<file path="src/rtl/ps2_pkg.sv">
// Shared PS/2 definitions: host-transmit FSM state encoding and common command bytes.
// Imported by the host transmitter and by the keyboard receive path.
package ps2_pkg;

    localparam logic [2:0] ST_IDLE      = 3'd0;
    localparam logic [2:0] ST_INHIBIT   = 3'd1;
    localparam logic [2:0] ST_RTS       = 3'd2;
    localparam logic [2:0] ST_ACK       = 3'd3;
    localparam logic [2:0] ST_WAIT_IDLE = 3'd4;
    localparam logic [2:0] ST_DONE      = 3'd5;

    localparam logic [7:0] PS2_CMD_SET_LED = 8'hED;
    localparam logic [7:0] PS2_CMD_RESET   = 8'hFF;
    localparam logic [7:0] PS2_RSP_ACK     = 8'hFA;

    function automatic logic ps2_odd_parity(input logic [7:0] d);
        return ~^d;
    endfunction

endpackage

</file>
<file path="src/rtl/ps2_line_sync.sv">
// Two-flop synchroniser plus a FILTER_LEN-sample glitch filter for one PS/2 pin.
// fall_o pulses for one cycle on each accepted 1->0 transition of the filtered level.
module ps2_line_sync #(
    parameter int FILTER_LEN = 4
) (
    input  logic clk_i,
    input  logic rst_n_i,
    input  logic pin_i,
    output logic level_o,
    output logic fall_o
);
    localparam int CW = (FILTER_LEN > 1) ? $clog2(FILTER_LEN) : 1;

    logic [1:0]    sync_q;
    logic          level_q, level_d;
    logic          fall_q;
    logic [CW-1:0] cnt_q, cnt_d;

    // A new level is taken only after FILTER_LEN consecutive differing samples.
    always_comb begin
        level_d = level_q;
        cnt_d   = '0;
        if (sync_q[1] != level_q) begin
            if (cnt_q == CW'(FILTER_LEN - 1)) begin
                level_d = sync_q[1];
            end else begin
                cnt_d = cnt_q + 1'b1;
            end
        end
    end

    always_ff @(posedge clk_i or negedge rst_n_i) begin
        if (!rst_n_i) begin
            sync_q  <= 2'b11;
            level_q <= 1'b1;
            cnt_q   <= '0;
            fall_q  <= 1'b0;
        end else begin
            sync_q  <= {sync_q[0], pin_i};
            level_q <= level_d;
            cnt_q   <= cnt_d;
            fall_q  <= level_q & ~level_d;
        end
    end

    assign level_o = level_q;
    assign fall_o  = fall_q;

endmodule

</file>
<file path="src/rtl/ps2_host_tx.sv">
// PS/2 host-to-device transmitter: inhibit, request-to-send, 8 data + odd parity + stop, ACK check.
// Optional response timeout enabled by defining PS2_TX_TIMEOUT_EN.
module ps2_host_tx
    import ps2_pkg::*;
#(
    parameter int INHIBIT_CYCLES = 2500,
    parameter int TIMEOUT_CYCLES = 375000,
    parameter int FILTER_LEN     = 4
) (
    input  logic       clk_i,
    input  logic       rst_n_i,
    input  logic [7:0] tx_data_i,
    input  logic       tx_valid_i,
    output logic       tx_ready_o,
    input  logic       ps2_clk_i,
    input  logic       ps2_data_i,
    output logic       ps2_clk_oe_o,
    output logic       ps2_data_oe_o,
    output logic       inhibit_rx_o,
    output logic       tx_done_o,
    output logic       tx_ack_o,
    output logic       tx_error_o
);
    localparam int TW = $clog2(TIMEOUT_CYCLES + 1);
    localparam logic [TW-1:0] INH_LAST = TW'(INHIBIT_CYCLES - 1);
    localparam logic [TW-1:0] INH_END  = TW'(INHIBIT_CYCLES);

    logic [2:0]    state_q, state_d;
    logic [7:0]    shift_q, shift_d;
    logic          par_q, par_d;
    logic [3:0]    bitcnt_q, bitcnt_d, bitcnt_inc;
    logic [TW-1:0] timer_q, timer_d;
    logic          clk_oe_q, clk_oe_d;
    logic          data_oe_q, data_oe_d;
    logic          ack_q, ack_d;
    logic          err_q, err_d;
    logic [1:0]    data_sync_q;
    logic          clk_lvl, clk_fall;

    ps2_line_sync #(.FILTER_LEN(FILTER_LEN)) u_clk_sync (
        .clk_i   (clk_i),
        .rst_n_i (rst_n_i),
        .pin_i   (ps2_clk_i),
        .level_o (clk_lvl),
        .fall_o  (clk_fall)
    );

    assign bitcnt_inc = (bitcnt_q == 4'd11) ? bitcnt_q : bitcnt_q + 4'd1;

    always_comb begin
        state_d   = state_q;
        shift_d   = shift_q;
        par_d     = par_q;
        bitcnt_d  = bitcnt_q;
        timer_d   = timer_q;
        clk_oe_d  = clk_oe_q;
        data_oe_d = data_oe_q;
        ack_d     = ack_q;
        err_d     = err_q;
        case (state_q)
            ST_IDLE: begin
                if (tx_valid_i) begin
                    shift_d   = tx_data_i;
                    par_d     = ps2_odd_parity(tx_data_i);
                    bitcnt_d  = 4'd0;
                    timer_d   = '0;
                    clk_oe_d  = 1'b1;
                    data_oe_d = 1'b0;
                    ack_d     = 1'b0;
                    err_d     = 1'b0;
                    state_d   = ST_INHIBIT;
                end
            end
            ST_INHIBIT: begin
                timer_d = timer_q + 1'b1;
                if (timer_q == INH_LAST) begin
                    data_oe_d = 1'b1;
                end
                // Start bit is already low for one cycle when CLK is released.
                if (timer_q == INH_END) begin
                    clk_oe_d = 1'b0;
                    timer_d  = '0;
                    state_d  = ST_RTS;
                end
            end
            ST_RTS: begin
                if (clk_fall) begin
                    bitcnt_d = bitcnt_inc;
                    if (bitcnt_q < 4'd8) begin
                        data_oe_d = ~shift_q[0];
                        shift_d   = shift_q >> 1;
                    end else if (bitcnt_q == 4'd8) begin
                        data_oe_d = ~par_q;
                    end else begin
                        data_oe_d = 1'b0;
                        state_d   = ST_ACK;
                    end
                end
            end
            ST_ACK: begin
                if (clk_fall) begin
                    bitcnt_d = bitcnt_inc;
                    ack_d    = ~data_sync_q[1];
                    err_d    = data_sync_q[1];
                    state_d  = ST_WAIT_IDLE;
                end
            end
            ST_WAIT_IDLE: begin
                if (clk_lvl && data_sync_q[1]) begin
                    state_d = ST_DONE;
                end
            end
            ST_DONE: begin
                state_d = ST_IDLE;
            end
            default: begin
                state_d = ST_IDLE;
            end
        endcase
`ifdef PS2_TX_TIMEOUT_EN
        if (state_q inside {ST_RTS, ST_ACK, ST_WAIT_IDLE}) begin
            timer_d = timer_q + 1'b1;
            if (timer_q == TW'(TIMEOUT_CYCLES - 1)) begin
                clk_oe_d  = 1'b0;
                data_oe_d = 1'b0;
                ack_d     = 1'b0;
                err_d     = 1'b1;
                state_d   = ST_DONE;
            end
        end
`endif
    end

    always_ff @(posedge clk_i or negedge rst_n_i) begin
        if (!rst_n_i) begin
            state_q     <= ST_IDLE;
            shift_q     <= '0;
            par_q       <= 1'b0;
            bitcnt_q    <= '0;
            timer_q     <= '0;
            clk_oe_q    <= 1'b0;
            data_oe_q   <= 1'b0;
            ack_q       <= 1'b0;
            err_q       <= 1'b0;
            data_sync_q <= 2'b11;
        end else begin
            state_q     <= state_d;
            shift_q     <= shift_d;
            par_q       <= par_d;
            bitcnt_q    <= bitcnt_d;
            timer_q     <= timer_d;
            clk_oe_q    <= clk_oe_d;
            data_oe_q   <= data_oe_d;
            ack_q       <= ack_d;
            err_q       <= err_d;
            data_sync_q <= {data_sync_q[0], ps2_data_i};
        end
    end

    assign tx_ready_o    = (state_q == ST_IDLE);
    assign inhibit_rx_o  = (state_q != ST_IDLE);
    assign tx_done_o     = (state_q == ST_DONE);
    assign tx_ack_o      = ack_q;
    assign tx_error_o    = err_q;
    assign ps2_clk_oe_o  = clk_oe_q;
    assign ps2_data_oe_o = data_oe_q;

endmodule

</file>
<file path="config.mk">
export PLATFORM = sky130hd
export DESIGN_NAME = ps2_host_tx
export DESIGN_NICKNAME = d
export VERILOG_FILES = /design/src/rtl/ps2_pkg.sv /design/src/rtl/ps2_line_sync.sv /design/src/rtl/ps2_host_tx.sv
export SDC_FILE = /design/constraint.sdc
export NUM_CORES = 1
export LEC_CHECK = 0
export CORE_AREA = 2 2 71 73
export CTS_BUF_LIST = sky130_fd_sc_hd__clkbuf_4 sky130_fd_sc_hd__clkbuf_8
export CTS_CLUSTER_DIAMETER = 50
export CTS_CLUSTER_SIZE = 28
export DETAILED_ROUTE_END_ITERATION = 16
export DIE_AREA = 0 0 73 75
export MAX_ROUTING_LAYER = met4
export PLACE_DENSITY = 0.74
export SLEW_MARGIN = 0
export SYNTH_ARGS = -nofsm -noshare
export SYNTH_HDL_FRONTEND = slang
export SYNTH_SLANG_ARGS = --single-unit
</file>
<file path="constraint.sdc">
create_clock -name clk_i -period 2.7 [get_ports clk_i]
set_input_delay 0.54 -clock clk_i [delete_from_list [all_inputs] [get_ports clk_i]]
set_output_delay 0.54 -clock clk_i [all_outputs]
set_load 0.01 [all_outputs]
</file>
==> qor.yml <==
num-nets-final: 300
ys_types: 55
clk_path_buf_depth: 2
synth_top_area_share_pct: 41.7
fin_setup_tns_ps: 0
multiInputGateArea_um2: 1230
fin_crit_sh_pct: 92.3
async_flop_share_pct: 100
dp_hpwl_um: 3380
die_h_um: 75
cts_buffers: 5
setup_viol_count_final: 0
start_util_pct: 54.0
grt_pass1_vias: 1812
fillCellCount: 384
grt_first_pass_wirelength_um: 8280
synthCells: 264
post_cts_buffers: 0
synth_warnings: 0
setup_slack_ps: 207
die_x_um: 73
total_power_w: 0.00218
syn_area_um2: 2520
viasPerCell: 5.79
cts_tree: "yes"
synth.most_common_cell: "dfrtp_1"
seq_area_frac_synth_pct: 46.9
wl_um: 4890
grt.overflow.total: 0
ff_latch_area_um2: 1180
fp.coreArea_um2: 4660
status: "finished, final reports clean"
finish.utilization_pct: 60.3
clock_latency_ps: 300
drtPass1Iterations: 4
gp_congestion: 0.785
wire_per_inst_um: 14.5
avgSynthCellArea_um2: 9.54
instances_no_fill: 337
die_area_um2: 5480
port_buffers: 19
critical_path_class: "reg -> out"
end_kind: "output pin"
fmax_ghz: 0.401
std_cell_rows: 25
worstPathRequired_ps: 2160
p_per_area_nw_per_um2: 777
worstMarginPinSlew_ps: 555
ant_nets: 0
path_clk_slew_ps: 90
hp-class: "in -> async"
rr_worst_depth: 5
vias: 1950
antenna_found_initial: 0
syn_nets: 282
drt_iter0_drc: 139
ctsResizeCount: 0
ys_ff_latch: 47
cts.sinks: 47
cts_root_buf: "clkbuf_8"
grt_setup_unrepaired: "false"
htree_levels: 2
setup.worst_path.start_class: "flop"
drive_above_1_share_pct: 9.19
vdd_ir_drop_max_v: 0.000410
min_period_ps: 2490
yosys-top-cells-count: "42 x dfrtp_1, 27 x nand2_1, 23 x nor2_1, 17 x nand3_1, 17 x o21ai_0"
finalHoldViolations: 0
slew_violations: 0
yosys-top-cells-area: "dfrtp_1 42%, dfstp_2 5.2%, nand2_1 4.0%, nor2_1 3.4%, nand3_1 3.4%"
grt_start_max_net_pins: 29
p_leak_nw: 1.26
drc: 0
yosys.area.top_type: "dfrtp_1"
diodes: 0
pre_cts_slack_ps: 505
synth_edf_count: 0
cp_max_fo: 19
slew_headroom_pct: 63.0
finalClockSkew_ps: 9.33
synth-main-ff-cell: "dfrtp_1"
hold_buffers: 0
drv_cap: 0
track_usage_pct: 20.5
ios: 20
placed_cells: 329
areaGrowthSynthToFinish_pct: 11.7
cp.arrival_ps: 1950
## cells in the final DEF (no fill, tap or decap), types with 2 or more instances in the layout
master	count
dfrtp_1	42
nand2_1	27
nor2_1	23
clkdlybuf4s50_1	18
o21ai_0	17
nand3_1	17
inv_1	11
a21oi_1	10
xnor2_1	8
mux2i_1	8
nand4_1	7
nor3_1	6
nand2b_1	6
or3_1	5
xor2_1	5
ha_1	5
clkbuf_8	5
dfstp_2	5
nor2b_1	4
and2_1	4
nor4_1	4
a21o_1	3
mux2_2	2
a211o_1	2
o21ai_2	2
o2bb2ai_1	2
o21ai_1	2
and4_1	2
nor3b_1	2
clkbuf_4	2
buf_4	2
## cell families (layout without fill, tap and decap cells)
| group | after synthesis | in the layout | synth area share, % |
|---|---|---|---|
| AND/OR/NAND/NOR | 118 | 118 | 25.2 |
| flip-flops | 47 | 47 | 46.9 |
| AO/OA/AOI/OAI | 50 | 50 | 12.6 |
| adder cells (fa/ha/maj) | 5 | 5 | 2.48 |
| multiplexers | 10 | 10 | 4.07 |
| buffers and inverters | 21 | 40 | 4.12 |
| XOR/XNOR | 13 | 13 | 4.52 |
## report_power, final
group / switching (W) / internal (W)
logic: 0.000351 / 0.000312
registers: 0.000186 / 0.000906
clock network: 0.000227 / 0.000202
## worst max-delay path, stage by stage, from the launching register on
cell,delay (ps)
dfrtp_1,590
and2b_1,380
and2_1,150
clkdlybuf4s50_1,530
## path summary, 6_finish.rpt
path	from	end	slack, ps
worst max-delay path	state_q[1]$_DFFE_PN0P_	tx_done_o	210
worst min-delay path	rst_n_i	timer_q[17]$_DFFE_PN0P_	170
worst max register to register	state_q[1]$_DFFE_PN0P_	state_q[0]$_DFFE_PN0P_	710
worst min register to register	u_clk_sync.sync_q[0]$_DFF_PN1_	u_clk_sync.sync_q[1]$_DFF_PN1_	360
max in group asynchronous	rst_n_i	data_sync_q[1]$_DFF_PN1_	1760
min in group clk_i	u_clk_sync.sync_q[0]$_DFF_PN1_	u_clk_sync.sync_q[1]$_DFF_PN1_	360
## routing by layer
metal	GRT usage, %	vias to the layer above	wire (um)
li1	-	967	-
met1	27.9	937	2330
met2	30.0	37	2260
met3	4.42	9	203
met4	7.82	0	91
met5	-	-	0
## flip-flops by register name (all words and copies together), names as in the netlist
register / cells
u_clk_sync.fall_o: 1
u_clk_sync.level_o: 1
par_q: 1
ps2_data_oe_o: 1
u_clk_sync.cnt_q: 2
tx_ack_o: 1
u_clk_sync.sync_q: 2
tx_error_o: 1
timer_q: 19
ps2_clk_oe_o: 1
state_q: 3
data_sync_q: 2
bitcnt_q: 4
shift_q: 8
## final cells by class
cell class	instances	share of cell area (%)
Inverter	11	1.47
Clock buffer	7	2.98
Tap cell	54	2.40
Timing Repair Buffer	21	7.12
Sequential cell	47	42.0
Multi-Input combinational cell	196	43.8
Clock inverter	1	0.178
## metrics by stage
stage               hold slack, ps  instance area (um2)
floorplan                      244                 2520
global placement               347                 2720
detailed placement             348                 2720
CTS                            187                 2810
global route                   202                 2810
finish                         174                 2810
Power figures use the tool's default switching activity.
